### src/rtl/memwb_pkg.sv
// rtl/memwb_pkg.sv - MEM/WB payload layout helpers shared by the stage and its slots
// Payload is packed {MReg, EnRW, read_data, ALU_out, reg_rd}, reg_rd at bit 0.
package memwb_pkg;

  localparam int DATA_W_DEF = 32;
  localparam int RD_W_DEF   = 4;

  function automatic int payload_w(input int data_w, input int rd_w);
    return 2 + 2 * data_w + rd_w;
  endfunction

  function automatic int off_reg_rd();
    return 0;
  endfunction

  function automatic int off_alu(input int rd_w);
    return rd_w;
  endfunction

  function automatic int off_rdata(input int data_w, input int rd_w);
    return rd_w + data_w;
  endfunction

  function automatic int off_enrw(input int data_w, input int rd_w);
    return rd_w + 2 * data_w;
  endfunction

  function automatic int off_mreg(input int data_w, input int rd_w);
    return rd_w + 2 * data_w + 1;
  endfunction

endpackage

### src/rtl/memwb_pipe_stage_slot.sv
// rtl/memwb_pipe_stage_slot.sv - one valid bit plus payload register (pipe_slot)
// Clear drops only the valid bit; payload is left stale on purpose.
module pipe_slot #(
  parameter int W = 8
) (
  input  logic         clk,
  input  logic         rst,
  input  logic         load_i,
  input  logic         clear_i,
  input  logic         valid_i,
  input  logic [W-1:0] data_i,
  output logic         valid_o,
  output logic [W-1:0] data_o
);

  logic         valid_q, valid_d;
  logic [W-1:0] data_q, data_d;

  always_comb begin
    valid_d = valid_q;
    data_d  = data_q;
    if (clear_i) begin
      valid_d = 1'b0;
    end else if (load_i) begin
      valid_d = valid_i;
      if (valid_i) data_d = data_i;
    end
  end

  always_ff @(posedge clk or posedge rst) begin
    if (rst) begin
      valid_q <= 1'b0;
      data_q  <= '0;
    end else begin
      valid_q <= valid_d;
      data_q  <= data_d;
    end
  end

  assign valid_o = valid_q;
  assign data_o  = data_q;

endmodule

### src/rtl/memwb_pipe_stage.sv
// rtl/memwb_pipe_stage.sv - MEM/WB stage with valid/ready skid buffer and flush
// Optional MEMWB_FWD_EN adds combinational forwarding outputs from the main slot.
module memwb_pipe_stage
  import memwb_pkg::*;
#(
  parameter int DATA_W = DATA_W_DEF,
  parameter int RD_W   = RD_W_DEF
) (
  input  logic              clk,
  input  logic              rst,
  input  logic              in_valid,
  output logic              in_ready,
  input  logic              MReg_in,
  input  logic              EnRW_in,
  input  logic [DATA_W-1:0] read_data_in,
  input  logic [DATA_W-1:0] ALU_out_in,
  input  logic [RD_W-1:0]   reg_rd_in,
  input  logic              flush,
  output logic              out_valid,
  input  logic              out_ready,
`ifdef MEMWB_FWD_EN
  output logic              fwd_valid,
  output logic [RD_W-1:0]   fwd_rd,
  output logic [DATA_W-1:0] fwd_data,
`endif
  output logic              MReg_out,
  output logic              EnRW_out,
  output logic [DATA_W-1:0] read_data_out,
  output logic [DATA_W-1:0] ALU_out_out,
  output logic [RD_W-1:0]   reg_rd_out
);

  localparam int PW      = payload_w(DATA_W, RD_W);
  localparam int O_RD    = off_reg_rd();
  localparam int O_ALU   = off_alu(RD_W);
  localparam int O_RDATA = off_rdata(DATA_W, RD_W);
  localparam int O_ENRW  = off_enrw(DATA_W, RD_W);
  localparam int O_MREG  = off_mreg(DATA_W, RD_W);

  logic [PW-1:0] in_payload, main_data, skid_data;
  logic          main_valid, skid_valid;
  logic          in_fire, out_fire, main_en, skid_capture, skid_release;

  assign in_payload = {MReg_in, EnRW_in, read_data_in, ALU_out_in, reg_rd_in};

  // in_ready comes straight from the skid valid flop, so it is registered.
  assign in_ready     = !skid_valid;
  assign in_fire      = in_valid & in_ready;
  assign out_fire     = main_valid & out_ready;
  assign main_en      = out_fire | !main_valid;
  assign skid_capture = in_fire & main_valid & !out_ready;
  assign skid_release = skid_valid & main_en;

  pipe_slot #(.W(PW)) u_main (
    .clk     (clk),
    .rst     (rst),
    .load_i  (main_en),
    .clear_i (flush),
    .valid_i (skid_valid | in_fire),
    .data_i  (skid_valid ? skid_data : in_payload),
    .valid_o (main_valid),
    .data_o  (main_data)
  );

  pipe_slot #(.W(PW)) u_skid (
    .clk     (clk),
    .rst     (rst),
    .load_i  (skid_capture | skid_release),
    .clear_i (flush),
    .valid_i (skid_capture),
    .data_i  (in_payload),
    .valid_o (skid_valid),
    .data_o  (skid_data)
  );

  assign out_valid     = main_valid;
  assign MReg_out      = main_data[O_MREG];
  assign EnRW_out      = main_data[O_ENRW] & main_valid;
  assign read_data_out = main_data[O_RDATA +: DATA_W];
  assign ALU_out_out   = main_data[O_ALU +: DATA_W];
  assign reg_rd_out    = main_data[O_RD +: RD_W];

`ifdef MEMWB_FWD_EN
  assign fwd_valid = main_valid & main_data[O_ENRW];
  assign fwd_rd    = reg_rd_out;
  assign fwd_data  = MReg_out ? read_data_out : ALU_out_out;
`endif

endmodule
### config.mk
export PLATFORM = sky130hd
export DESIGN_NAME = memwb_pipe_stage
export DESIGN_NICKNAME = d
export VERILOG_FILES = /design/src/rtl/memwb_pkg.sv /design/src/rtl/memwb_pipe_stage_slot.sv /design/src/rtl/memwb_pipe_stage.sv
export SDC_FILE = /design/constraint.sdc
export NUM_CORES = 1
export LEC_CHECK = 0
export ABC_AREA = 1
export CAP_MARGIN = 40
export CORE_MARGIN = 3
export CORE_UTILIZATION = 45
export CTS_BUF_LIST = sky130_fd_sc_hd__clkbuf_8
export DETAILED_ROUTE_END_ITERATION = 7
export PLACE_DENSITY_LB_ADDON = 0.2
export SYNTH_ARGS = -nofsm -noshare
export SYNTH_HDL_FRONTEND = slang
export SYNTH_HIERARCHICAL = 1
export SYNTH_SLANG_ARGS = --single-unit
### constraint.sdc
create_clock -name clk -period 4.4 [get_ports clk]
set_input_delay 0.66 -clock clk [delete_from_list [all_inputs] [get_ports clk]]
set_output_delay 0.66 -clock clk [all_outputs]
set_load 0.01 [all_outputs]
# [Word level (Yosys, flattened, before mapping)]
# Cells that the tools add are included.
[totals] register_bits=142 out_inout_bits=72 word_cells=26 input_bits=75
[classes] n_bitwise=10 mux=5 n_reduce_logical=7
[ops] op="70-bit 2-to-1 mux" n=1
[ops] op="1-bit AND" n=6
[ops] op="3-bit AND reduction" n=2
[ops] op="1-bit 2-to-1 mux" n=4
[ops] op="2-bit nonzero test" n=2
[ops] op="1-bit zero test" n=3
[ops] op="1-bit bitwise OR" n=3
[ops] op="1-bit inverter" n=1

# [Depth between registers and ports, before layout]
[logic_depth] depth_word=7 ltp_mapped=9 mapped_depth_nobuf=7

# [Hierarchy]
# Netlist, hierarchy kept.
[modules_own_cells] mod="pipe_slot" seq_area_each_um2=1776.7 n_inst=2 cells_per_inst=316 area_per_inst_um2=2924.1
[modules_own_cells] mod="memwb_pipe_stage" seq_area_each_um2=0.0 n_inst=1 cells_per_inst=239 area_per_inst_um2=988.4

# [Worst setup path after synthesis]
# Ideal clock, no wire load.
[synth_timing] path_kind="in2reg" start="input port in_valid" end="register u_skid.data_q[0] (netlist: u_skid/data_o[0])" slack_ns=2.890 arrival_ns=1.393 path_buffers=2 required_time_ns=4.283 setup_time_ns=0.117 path_stages=9 cell_sequence="inv_1 -> nor2_1 -> nand2_1 -> nand2_1 -> buf_2 -> nand3_4 -> buf_2 -> nand2_1 -> nand2_1"
[synth_via] elab_chain_len=5
[synth_rtl] element="start, declared" line="memwb_pipe_stage.sv:11" text="input logic in_valid,"
[synth_rtl] element="1-bit AND (*)" line="memwb_pipe_stage.sv:48" text="assign in_fire = in_valid & in_ready;"
[synth_rtl] element="1-bit AND (*) (2 in series)" line="memwb_pipe_stage.sv:51" text="assign skid_capture = in_fire & main_valid & !out_ready;"
[synth_rtl] element="1-bit bitwise OR" line="memwb_pipe_stage.sv:68" text=".load_i (skid_capture | skid_release),"
[synth_rtl] element="3-bit AND reduction (no source line) (*)"
[synth_rtl] element="end signal, assigned" line="memwb_pipe_stage_slot.sv:36" text="data_q <= data_d;"
[synth_rtl] element="end, declared" line="memwb_pipe_stage_slot.sv:17" text="logic [W-1:0] data_q, data_d;"
# Mark *: on every way between the ends. The rest lies on a longest branch, timed or not.
# A chain may end at the register's enable or synchronous reset.

# [Worst setup path in the final report]
[layout_timing] start="input port out_ready" end="register u_skid.data_q[17] (netlist: u_skid/data_o[17])"
[layout_via] elab_chain_len=5 word_cells_on_any_way=7
[layout_rtl] element="start, declared" line="memwb_pipe_stage.sv:20" text="input logic out_ready,"
[layout_rtl] element="1-bit AND" line="memwb_pipe_stage.sv:49" text="assign out_fire = main_valid & out_ready;"
[layout_rtl] element="1-bit bitwise OR" line="memwb_pipe_stage.sv:50" text="assign main_en = out_fire | !main_valid;"
[layout_rtl] element="named net main_en" line="memwb_pipe_stage.sv:42" text="logic in_fire, out_fire, main_en, skid_capture, skid_release;"
[layout_rtl] element="1-bit AND" line="memwb_pipe_stage.sv:52" text="assign skid_release = skid_valid & main_en;"
[layout_rtl] element="1-bit bitwise OR" line="memwb_pipe_stage.sv:68"
[layout_rtl] element="3-bit AND reduction (no source line)"
# The timed path passes the listed nets, and every way through them passes these cells.

==> results.sh <==
export IMPL_status="completed"
export IMPL_die_h_um=129.3
export IMPL_ys_ff_latch=142
export IMPL_hp_class="in -> async"
export IMPL_grt_pass1_vias=5902
export IMPL_finalSetupTns_ps=0
export IMPL_critical_path_max_stage_delay_ps=660
export IMPL_post_cts_resized=0
export IMPL_grt_pass1_wl_mm=30.46
export IMPL_vias=6312
export IMPL_total_leakage_power_nw=4.514
export IMPL_dp_hpwl_mm=11.08
export IMPL_io_pins=147
export IMPL_cts_tree="built"
export IMPL_dpl_instance_area_sq_um=8252
export IMPL_dieArea_sq_um=16710
export IMPL_slew_headroom_pct=42.72
export IMPL_syn_to_final_growth_pct=25.93
export IMPL_synth_top_cell_by_area="dfrtp_1"
export IMPL_worstSetupStartpointType="input pin"
export IMPL_fillers=1362
export IMPL_initial_core_util_pct=46.51
export IMPL_cts_sinks=142
export IMPL_num_nets_final=1049
export IMPL_cts_root_buf="clkbuf_8"
export IMPL_critPathMaxFanout=71
export IMPL_setup_viol=0
export IMPL_syn_inst=871
export IMPL_cts_buffer_depth=2
export IMPL_vias_per_cell=5.399
export IMPL_drc_errors=0
export IMPL_rsz0062_at_grt="no"
export IMPL_cp_end_kind="flop"
export IMPL_drt_wl_total_mm=18.78
export IMPL_syn_num_nets=946
export IMPL_tightest_slew_ps=856.1
export IMPL_place_congestion=0.7180
export IMPL_max_cap_violations=0
export IMPL_wl_per_cell_um=16.06
export IMPL_path_clk_slew_ps=70
export IMPL_crit_family="simple AND/OR/NAND/NOR gates"
export IMPL_fin_crit_sh_pct=62.71
export IMPL_antenna_found_initial=0
export IMPL_timing_final_crit_period_ps=2759
export IMPL_seqCellArea_sq_um=3555
export IMPL_htreeDepth=4
export IMPL_detail_route_iter0_violations=544
export IMPL_clock_skew_ps=7.832
export IMPL_core_area_sq_um=14700
export IMPL_synth_cell_area_sq_um=6837
export IMPL_critPathRequiredTime_ps=4770
export IMPL_die_width_um=129.3
export IMPL_worstPathCellList="clkdlybuf4s50_1 -> inv_1 -> nand2_2 -> nand2_1 -> nand2_2 -> buf_4 -> nand4_1 -> nand2_1"
export IMPL_avgSynthCellArea_sq_um=7.849
export IMPL_synth_distinct_cells=12
export IMPL_ctsHoldBuffers=0
export IMPL_crit_type="in -> reg"
export IMPL_dr_pass1_iters=5
export IMPL_fmax_mhz=362.4
export IMPL_grt_max_degree=74
export IMPL_critPathSlowestCell="buf_4"
export IMPL_p_per_area_nw_per_um2=359.3
export IMPL_yosys_warnings=6
export IMPL_grt_ovfl_total=0
export IMPL_irDropWorstVdd_v=0.0001662
export IMPL_hold_viol_final=0
export IMPL_rows=44
export IMPL_synth_area_top_cells="dfrtp_1, nand2_1, nand4_1"
export IMPL_drv_slew=0
export IMPL_worstPathBufferInverterCount=3
export IMPL_grt_use_total_pct=22.82
export IMPL_final_cell_area_sq_um=8610
export IMPL_insertion_delay_ps=440
export IMPL_port_buffers=146
export IMPL_multi_input_area_sq_um=2805
export IMPL_cts_buffers=17
export IMPL_n_antenna_cell=0
export IMPL_antenna_left=0
export IMPL_synth_top_area_share_pct=51.98
export IMPL_seq_area_frac_synth_pct=51.98
export IMPL_cts_post_setup_buffers_inserted=0
export IMPL_critPathArrivalTime_ps=3130
export IMPL_drive_gt1_share_pct=5.482
-- layout make-up --
cell class	instances	share of cell area (%)
clock buffers	21	3.357
clock inverters	9	0.7993
inverters	10	0.5232
multi-input cells	644	32.58
flip-flops and latches	142	41.29
well taps	184	2.674
repair buffers	159	18.78
-- cells by family after synthesis --
kind of cell           Yosys count  share of synthesized area (%)
AND/OR/NAND/NOR                642                          40.78
flip-flops                     142                          51.98
buffers and inverters           85                          7.101
AO/OA/AOI/OAI                    2                         0.1464
-- power by group --
group	leakage [nW]	switching, mW	internal, mW
registers	1.85	0.0761	1.44
logic	2.47	0.302	0.306
clock network	0.198	0.474	0.491
-- per-stage QoR --
stage          hold slack (ps)  cells  util, %  setup slack [ps]  power (mW)
2_1_floorplan            441.7    871        -              1943       1.805
3_3_place_gp             452.9   1135    55.54              1209       2.139
3_5_place_dp             457.2   1139    56.14              1274       2.157
4_1_cts                  441.2   1169    58.57              1734       3.119
5_1_grt                  469.7   1169    58.57              1489       3.244
6_report                 466.5   1169    58.57              1641       3.093
-- layer usage --
metal	vias to the layer above	share of wire, %	GRT usage [%]
li1	3051	-	-
met1	3024	46	33.01
met2	221	48	35.37
met3	16	5.3	4.122
met4	0	1.3	6.609
met5	-	0	0
-- flip-flops by register name (all words and copies together) (netlist names) --
register / count
u_skid/data_o: 70
u_main/data_o: 70
u_main/valid_o: 1
u_skid/valid_o: 1
-- path summary, 6_finish.rpt --
check                                        from  slack (ps)  cells after the start           endpoint
worst max-delay path                    out_ready        1640                      8  u_skid/data_o[17]
worst max register to register     u_main/valid_o        1920                      6  u_skid/data_o[17]
worst min register to register  u_main/data_o[39]         470                      2  u_main/data_o[39]
max in group asynchronous                     rst        3090                      4  u_skid/data_o[19]
worst min-delay path                          rst         470                      2  u_skid/data_o[45]
min in group clk                u_main/data_o[39]         470                      2  u_main/data_o[39]
-- Yosys cell counts, drive strengths merged --
library cell  count
nand2           498
dfrtp           142
nand4           140
buf              75
inv              10
nand3             2
nor2              2
o21ai             2
-- placed cells by master, fill, tap and decap left out, types with 3 or more instances in the layout --
cell type,n
nand2_1,495
buf_4,9
dfrtp_1,141
inv_1,5
clkbuf_8,21
inv_2,3
clkdlybuf4s50_1,146
buf_12,3
nand2_2,3
nand4_1,140
clkinv_2,9
No activity file was read; power rests on OpenSTA's default activity.
